$ cat src/rtl/dig_seq_ctrl_pkg.sv
// Shared definitions for the digital-core power-up / soft-reset sequencer:
// state encoding, default guard intervals and the per-state output decode.
package dig_seq_ctrl_pkg;

  typedef enum logic [2:0] {
    ST_OFF        = 3'd0,
    ST_RST_ASSERT = 3'd1,
    ST_RST_REL    = 3'd2,
    ST_RUN        = 3'd3,
    ST_GATE_OFF   = 3'd4
  } seq_state_e;

  localparam int unsigned DEF_RST_HOLD_CYC = 16;
  localparam int unsigned DEF_EN_DELAY_CYC = 8;

  typedef struct packed {
    logic rstn;
    logic clk_en;
    logic busy;
    logic running;
  } seq_out_t;

  // Output levels are a pure function of state so they can be registered from state_d.
  function automatic seq_out_t state_outputs(input seq_state_e st);
    seq_out_t o;
    o = '0;
    case (st)
      ST_RST_ASSERT: o = '{rstn: 1'b0, clk_en: 1'b0, busy: 1'b1, running: 1'b0};
      ST_RST_REL:    o = '{rstn: 1'b1, clk_en: 1'b0, busy: 1'b1, running: 1'b0};
      ST_RUN:        o = '{rstn: 1'b1, clk_en: 1'b1, busy: 1'b0, running: 1'b1};
      ST_GATE_OFF:   o = '{rstn: 1'b1, clk_en: 1'b0, busy: 1'b1, running: 1'b0};
      default:       o = '0;
    endcase
    return o;
  endfunction

endpackage

$ cat src/rtl/dig_seq_ctrl.sv
// Orders soft-reset release before clock ungating (and gating before reset
// assertion) with programmable guard intervals; all outputs are flops.
module dig_seq_ctrl
  import dig_seq_ctrl_pkg::*;
#(
  parameter int unsigned RST_HOLD_CYC = DEF_RST_HOLD_CYC,
  parameter int unsigned EN_DELAY_CYC = DEF_EN_DELAY_CYC,
  parameter int unsigned CNT_W        = 8
) (
  input  logic clk,
  input  logic rstn,
  input  logic start_req,
  input  logic stop_req,
  input  logic soft_rst_req,
  input  logic err_clr,
  output logic digrf_rstn,
  output logic enable_digclk,
  output logic busy,
  output logic running,
  output logic seq_err
);

  localparam logic [CNT_W-1:0] HOLD_LD = CNT_W'(RST_HOLD_CYC - 1);
  localparam logic [CNT_W-1:0] EN_LD   = CNT_W'(EN_DELAY_CYC - 1);

  seq_state_e       state_q, state_d;
  logic [CNT_W-1:0] cnt_q, cnt_d;
  logic             then_rst_q, then_rst_d;
  logic             seq_err_q, seq_err_d;
  seq_out_t         out_q;
  logic             any_req;
  logic             err_evt;

  assign any_req = start_req | stop_req | soft_rst_req;

  always_comb begin
    state_d    = state_q;
    cnt_d      = cnt_q;
    then_rst_d = then_rst_q;
    err_evt    = 1'b0;
    case (state_q)
      ST_OFF: begin
        if (start_req) begin
          state_d = ST_RST_ASSERT;
          cnt_d   = HOLD_LD;
        end
      end
      ST_RST_ASSERT: begin
        err_evt = any_req;
        if (cnt_q == '0) begin
          state_d = ST_RST_REL;
          cnt_d   = EN_LD;
        end else begin
          cnt_d = cnt_q - CNT_W'(1);
        end
      end
      ST_RST_REL: begin
        err_evt = any_req;
        if (cnt_q == '0) begin
          state_d = ST_RUN;
        end else begin
          cnt_d = cnt_q - CNT_W'(1);
        end
      end
      ST_RUN: begin
        // stop beats soft reset; start is a no-op here
        if (stop_req) begin
          state_d    = ST_GATE_OFF;
          cnt_d      = EN_LD;
          then_rst_d = 1'b0;
        end else if (soft_rst_req) begin
          state_d    = ST_GATE_OFF;
          cnt_d      = EN_LD;
          then_rst_d = 1'b1;
        end
      end
      ST_GATE_OFF: begin
        err_evt = any_req;
        if (cnt_q == '0) begin
          state_d    = then_rst_q ? ST_RST_ASSERT : ST_OFF;
          cnt_d      = then_rst_q ? HOLD_LD : '0;
          then_rst_d = 1'b0;
        end else begin
          cnt_d = cnt_q - CNT_W'(1);
        end
      end
      default: begin
        state_d    = ST_OFF;
        cnt_d      = '0;
        then_rst_d = 1'b0;
      end
    endcase
    seq_err_d = err_evt | (seq_err_q & ~err_clr);
  end

  always_ff @(posedge clk or negedge rstn) begin
    if (!rstn) begin
      state_q    <= ST_OFF;
      cnt_q      <= '0;
      then_rst_q <= 1'b0;
      seq_err_q  <= 1'b0;
      out_q      <= '0;
    end else begin
      state_q    <= state_d;
      cnt_q      <= cnt_d;
      then_rst_q <= then_rst_d;
      seq_err_q  <= seq_err_d;
      out_q      <= state_outputs(state_d);
    end
  end

  assign digrf_rstn    = out_q.rstn;
  assign enable_digclk = out_q.clk_en;
  assign busy          = out_q.busy;
  assign running       = out_q.running;
  assign seq_err       = seq_err_q;

endmodule

$ cat config.mk
export PLATFORM = sky130hd
export DESIGN_NAME = dig_seq_ctrl
export DESIGN_NICKNAME = d
export VERILOG_FILES = /design/src/rtl/dig_seq_ctrl_pkg.sv /design/src/rtl/dig_seq_ctrl.sv
export SDC_FILE = /design/constraint.sdc
export NUM_CORES = 1
export LEC_CHECK = 0
export BUFFER_PORTS_ARGS = -buffer_cell sky130_fd_sc_hd__buf_2
export CORE_AREA = 2 2 54 56
export DETAILED_ROUTE_END_ITERATION = 10
export DIE_AREA = 0 0 56 58
export MAX_ROUTING_LAYER = met4
export SETUP_SLACK_MARGIN = 0.15
export SLEW_MARGIN = 40
export SYNTH_ARGS = -nofsm -noshare
export SYNTH_HDL_FRONTEND = slang
export SYNTH_SLANG_ARGS = --single-unit
$ cat constraint.sdc
create_clock -name clk -period 2.48 [get_ports clk]
set_clock_uncertainty 0.15 [all_clocks]
set_input_delay 0.744 -clock clk [delete_from_list [all_inputs] [get_ports clk]]
set_output_delay 0.744 -clock clk [all_outputs]
set_load 0.01 [all_outputs]
# After elaboration in Yosys (flattened, before gate mapping)
# Cells that the tools add are included.
totals:
  regBits: 17
  latch_bits: 0
  mem_bits_rw: 0
  rom_bits: 0
  inputBits: 6
  out_inout_bits: 5
  wordCells: 56
  n_memories: 0
classes:
  addsub: 1
  mul: 0
  div_mod_pow: 0
  order_cmp: 0
  n_eq_ne: 12
  shifts: 0
  n_mux: 22
  bitwise: 6
  n_reduce_logical: 7
ops:
  columns: ["cell", "n"]
  rows:
  - ["8-bit 2-to-1 mux", 6]
  - ["8-bit one-hot mux with 5 select lines", 1]
  - ["3-bit 2-to-1 mux", 6]
  - ["3-bit one-hot mux with 5 select lines", 1]
  - ["3-bit by 2-bit == test with 1-bit output, second input constant", 4]
  - ["4-bit one-hot mux with 3 select lines", 1]
  - ["8-bit zero test", 1]
  - ["8-bit by 1-bit subtractor with 8-bit output, second input constant", 1]
  - ["3-bit by 1-bit == test with 1-bit output, second input constant", 2]
  - ["3-bit == test, second input constant", 2]
  - ["2-bit != test, second input constant", 3]
  - ["3-bit AND reduction", 2]
  - ["3-bit OR reduction", 2]
  - ["1-bit 2-to-1 mux", 5]
  - ["4-bit 2-to-1 mux", 1]
  - ["3-bit zero test", 1]
  - ["3-bit != test, second input constant", 1]
  - ["1-bit OR", 3]
  - ["1-bit one-hot mux with 3 select lines", 1]
  - ["1-bit NOT", 2]
  - ["2-bit OR reduction", 1]
  - ["1-bit AND", 1]

# Longest topological paths before layout
logic_depth:
  ltp_word: 6
  ltp_mapped: 7
  depth_no_buf: 7

# Worst setup path before layout
# OpenSTA, ideal clock, no wires.
synth_path:
  path_type: "reg-to-reg"
  startpoint: "register cnt_q[0]"
  endpoint: "register cnt_q[3]"
  t_arrival_ps: 1935
  t_required_ps: 2204
  slack_ps: 269
  path_stages_with_launch: 8
  path_buffers: 0
  synth_period_minus_slack_ps: 2211
  cell_sequence: "dfrtp_1 inv_1 ha_1 nor3b_1 a31oi_2 a211oi_4 nor2_1 a221o_1"
synth_between:
  elab_chain_cells: 3
synth_rtl:
  columns: ["element", "line_no", "rtl"]
  rows:
  - ["from (decl)", "dig_seq_ctrl.sv:27", "logic [CNT_W-1:0] cnt_q, cnt_d;"]
  - ["from (signal assigned)", "dig_seq_ctrl.sv:105", "cnt_q <= cnt_d;"]
  - ["8-bit by 1-bit subtractor with 8-bit output / 8-bit zero test (equally long branches)", null, null]
  - ["8-bit 2-to-1 mux (tied with other cells)", "dig_seq_ctrl.sv:79", "if (cnt_q == '0) begin"]
  - ["8-bit one-hot mux with 5 select lines / 3-bit AND reduction (equally long branches)", null, null]
# Parallel ways exist; a longest one is shown, timed or not. The select of a mux whose other input is x is not followed.
# A chain may end at the register's enable or synchronous reset.

# Final worst setup path
layout_path:
  startpoint: "register cnt_q[1]"
  endpoint: "register cnt_q[0]"
layout_between:
  elab_chain_cells: 3
layout_rtl:
  columns: ["element", "line_no"]
  rows:
  - ["8-bit zero test *", "dig_seq_ctrl.sv:50, dig_seq_ctrl.sv:59, dig_seq_ctrl.sv:79"]
  - ["8-bit 2-to-1 mux (tied with other cells)", "dig_seq_ctrl.sv:79"]
  - ["8-bit one-hot mux with 5 select lines / 3-bit AND reduction (equally long branches)", null]
# Every way passes the cells marked *; elsewhere a longest branch is shown, timed or not.

==> metrics.cfg <==
[logic_synthesis]
async_reset_ff_frac = 1.00
synth-seq-area-share = 0.387
synth_commonest_cells = 16 x dfrtp_1, 14 x nor2_1, 9 x a21oi_1
yosys.cell_types.count = 40
netlist_top_cells_area = dfrtp_1 39%, nor2_1 5.1%, a21oi_1 4.4%
syn_inst = 117
synthSimpleGateAreaFrac = 0.227
synthMuxAreaShare = 0
yosysMostFrequentCell = dfrtp_1
synth_area_um2 = 1030
yosysTopAreaCell = dfrtp_1
synth_edf_count = 0
synth_top_family_by_area = compound AO/OA/AOI/OAI gates
yosys.area_share.adder = 0.0242
synthXorXnorAreaFrac = 0.0169
ys_warn_count = 0
synth_top_area_share = 0.387
avgSynthCellArea_um2 = 8.84
syn_nets = 125
synthFlopType = dfrtp_1
synth-compound-area-share = 0.297
synth-seq-cells = 16

[clock_network]
cts_buffer_depth = 2
cts_buffers = 3
clk_pin_slew_ns = 0.10
insertion_delay_ns = 0.29
cts_root_buffer = clkbuf_4
h-tree-depth = 1
tritoncts = built
ctsHoldBuffers = 0
cts_sinks = 16

[placed_design]
io_buffers = 10
dp_hpwl_um = 1740
gp_congestion = 0.876

[timing]
worst_pin_slew_ns = 0.558
fmax_mhz = 446
slew_headroom = 0.628
rsz0062_at_grt = yes
timing.final.crit_share = 0.904
slew_viol_final = 0
period_minus_slack_ns = 2.24
setup-tns-final_ns = 0
hold_viol = 0
finalSetupViolations = 0

[power]
total_power_uw = 1480
powerDensity_nw_per_um2 = 1230
vdd_drop_max_v = 0.000678
p_leak_uw = 0.000532

[status]
status = finished clean

[global_route]
grt_pass1_wl_um = 4140
antenna_found_initial = 0
track_usage = 0.166
grt_pass1_vias = 891
grtUsageMet2 = 0.252
grt_max_degree = 18
overflow = 0
grt-busiest-layer = met2
grtUsageMet1 = 0.221
grt_use_met3 = 0.0402

[die]
core_area_um2 = 2660
io_pins = 11
initial_core_util = 0.389
die_h_um = 58
row_count = 19
die_width_um = 56
die_area_um2 = 3250

[setup_path]
critPathRequiredTime_ns = 2.52
start_kind = register
crit_top_cell = buf_4
ff2ff_path_depth = 10
worst_path_max_delay_cell = dfrtp_1
path_buf_inv = 4
critPathTopFamily = compound AO/OA/AOI/OAI gates
rr_startpoint = cnt_q[1]$_DFFE_PN0P_
rrSetupSlack_ns = 0.24
arrival_ns = 2.29
slowest_delay_ns = 0.41
r2r_end = cnt_q[0]$_DFFE_PN0P_
cp.depth = 10
critPathCapture = cnt_q[0]$_DFFE_PN0P_
cp_max_fo = 8
cp-startpoint = cnt_q[1]$_DFFE_PN0P_
crit_chain = inv_2 > ha_1 > nor3b_1 > buf_4 > a31oi_4 > a211oi_4 > buf_4 > buf_4 > a31o_1 > a32o_1
endpoint_kind = register
crit_type = reg2reg

[flow_run]
cap_viol_max_count = 0

[finish]
syn_to_final_growth_pct = 16.1
utilization = 0.451
antennaDiodeCount = 0
fillers = 256
nNetsFinal = 142
drive_gt1_frac = 0.226

[routing]
detail-route-antenna-nets = 0
drt_iter0_drc = 48
routed_wl_um = 2430
drc = 0
dr.pass1.iters = 4
wl_per_cell_um = 14.8
vias = 944
vias_per_cell = 5.76

[min_path]
hold_path.class = in2async

-- where the power goes --
group	switching [µW]	total, µW	internal (µW)
Combinational	425	806	381
Clock	90.1	180	89.5
Sequential	134	491	357
Total	649	1480	827
-- kinds of logic after synthesis --
group / after synthesis
AO/OA/AOI/OAI: 42
XOR/XNOR: 2
flip-flops: 16
AND/OR/NAND/NOR: 43
buffers and inverters: 12
adder cells (fa/ha/maj): 2
-- registers in the layout, indices dropped and copies added (netlist names) --
name	count
busy	1
seq_err	1
enable_digclk	1
state_q	3
cnt_q	8
digrf_rstn	1
then_rst_q	1
-- repair_timing --
| action | in CTS | in global routing |
|---|---|---|
| hold endpoints to repair | 0 | 0 |
| gates resized for setup | 0 | 3 |
| setup endpoints to repair | 2 | 7 |
| setup buffers | 1 | 1 |
| pin swaps | 1 | 1 |
-- cell usage in the layout, fill, tap and decap left out, types with 2 or more instances in the layout --
| cell type | netlist | routed |
|---|---|---|
| o21ai_1 | 4 | 4 |
| nor4_1 | 3 | 3 |
| a21o_1 | 2 | 2 |
| a31oi_1 | 2 | 2 |
| buf_4 | 1 | 7 |
| ha_1 | 2 | 2 |
| buf_2 | 0 | 10 |
| clkbuf_4 | 0 | 3 |
| nand2_1 | 8 | 8 |
| dfrtp_1 | 16 | 16 |
| nor2_1 | 14 | 14 |
| o21ai_0 | 8 | 8 |
| o221ai_1 | 2 | 2 |
| nor3_1 | 6 | 6 |
| inv_1 | 7 | 6 |
| a22o_1 | 2 | 2 |
| nor3b_1 | 3 | 3 |
| a21oi_1 | 9 | 9 |
| a211o_1 | 3 | 3 |
-- routing by layer --
metal / share of wire / wire (µm) / vias up
met1: 0.46 / 1120 / 444
met5: 0 / 0 / -
li1: - / - / 460
met2: 0.48 / 1160 / 40
met4: 0 / 0 / 0
met3: 0.062 / 151 / 0
-- stage by stage --
stage | instances | setup WS [ns] | hold WS, ns | instance area (µm²)
floorplan | 117 | 0.269 | 0.298 | 1030
global placement | 158 | 0.174 | 0.376 | 1140
detailed placement | 158 | 0.131 | 0.408 | 1140
CTS | 163 | 0.171 | 0.207 | 1180
global route | 164 | 0.110 | 0.218 | 1200
finish | 164 | 0.238 | 0.196 | 1200
-- worst reg2reg max path, stage by stage, from the launching register on --
cell and delay (ns):
dfrtp_1 0.41, inv_2 0.07, ha_1 0.20, nor3b_1 0.14, buf_4 0.16, a31oi_4 0.22, a211oi_4 0.09, buf_4 0.19
buf_4 0.14, a31o_1 0.18, a32o_1 0.19
-- final cells by class --
type,instances,area [µm²],area share
timing repair buffer,17,103,0.0854
clock buffer,4,36.3,0.0302
inverter,7,26.3,0.0219
sequential,16,400,0.333
multi-input combinational,89,597,0.497
tap,31,38.8,0.0323
-- worst min path at each step --
stage	startpoint	end	slack, ns	cells past startpoint
after floorplan	rstn	busy$_DFF_PN0_	0.30	0
after global placement	seq_err$_DFF_PN0_	seq_err$_DFF_PN0_	0.38	2
after detailed placement	seq_err$_DFF_PN0_	seq_err$_DFF_PN0_	0.41	2
after CTS	rstn	then_rst_q$_DFFE_PN0P_	0.21	1
after global routing	rstn	then_rst_q$_DFFE_PN0P_	0.22	1
final	rstn	then_rst_q$_DFFE_PN0P_	0.20	1
(Power assumes the default switching activity.)
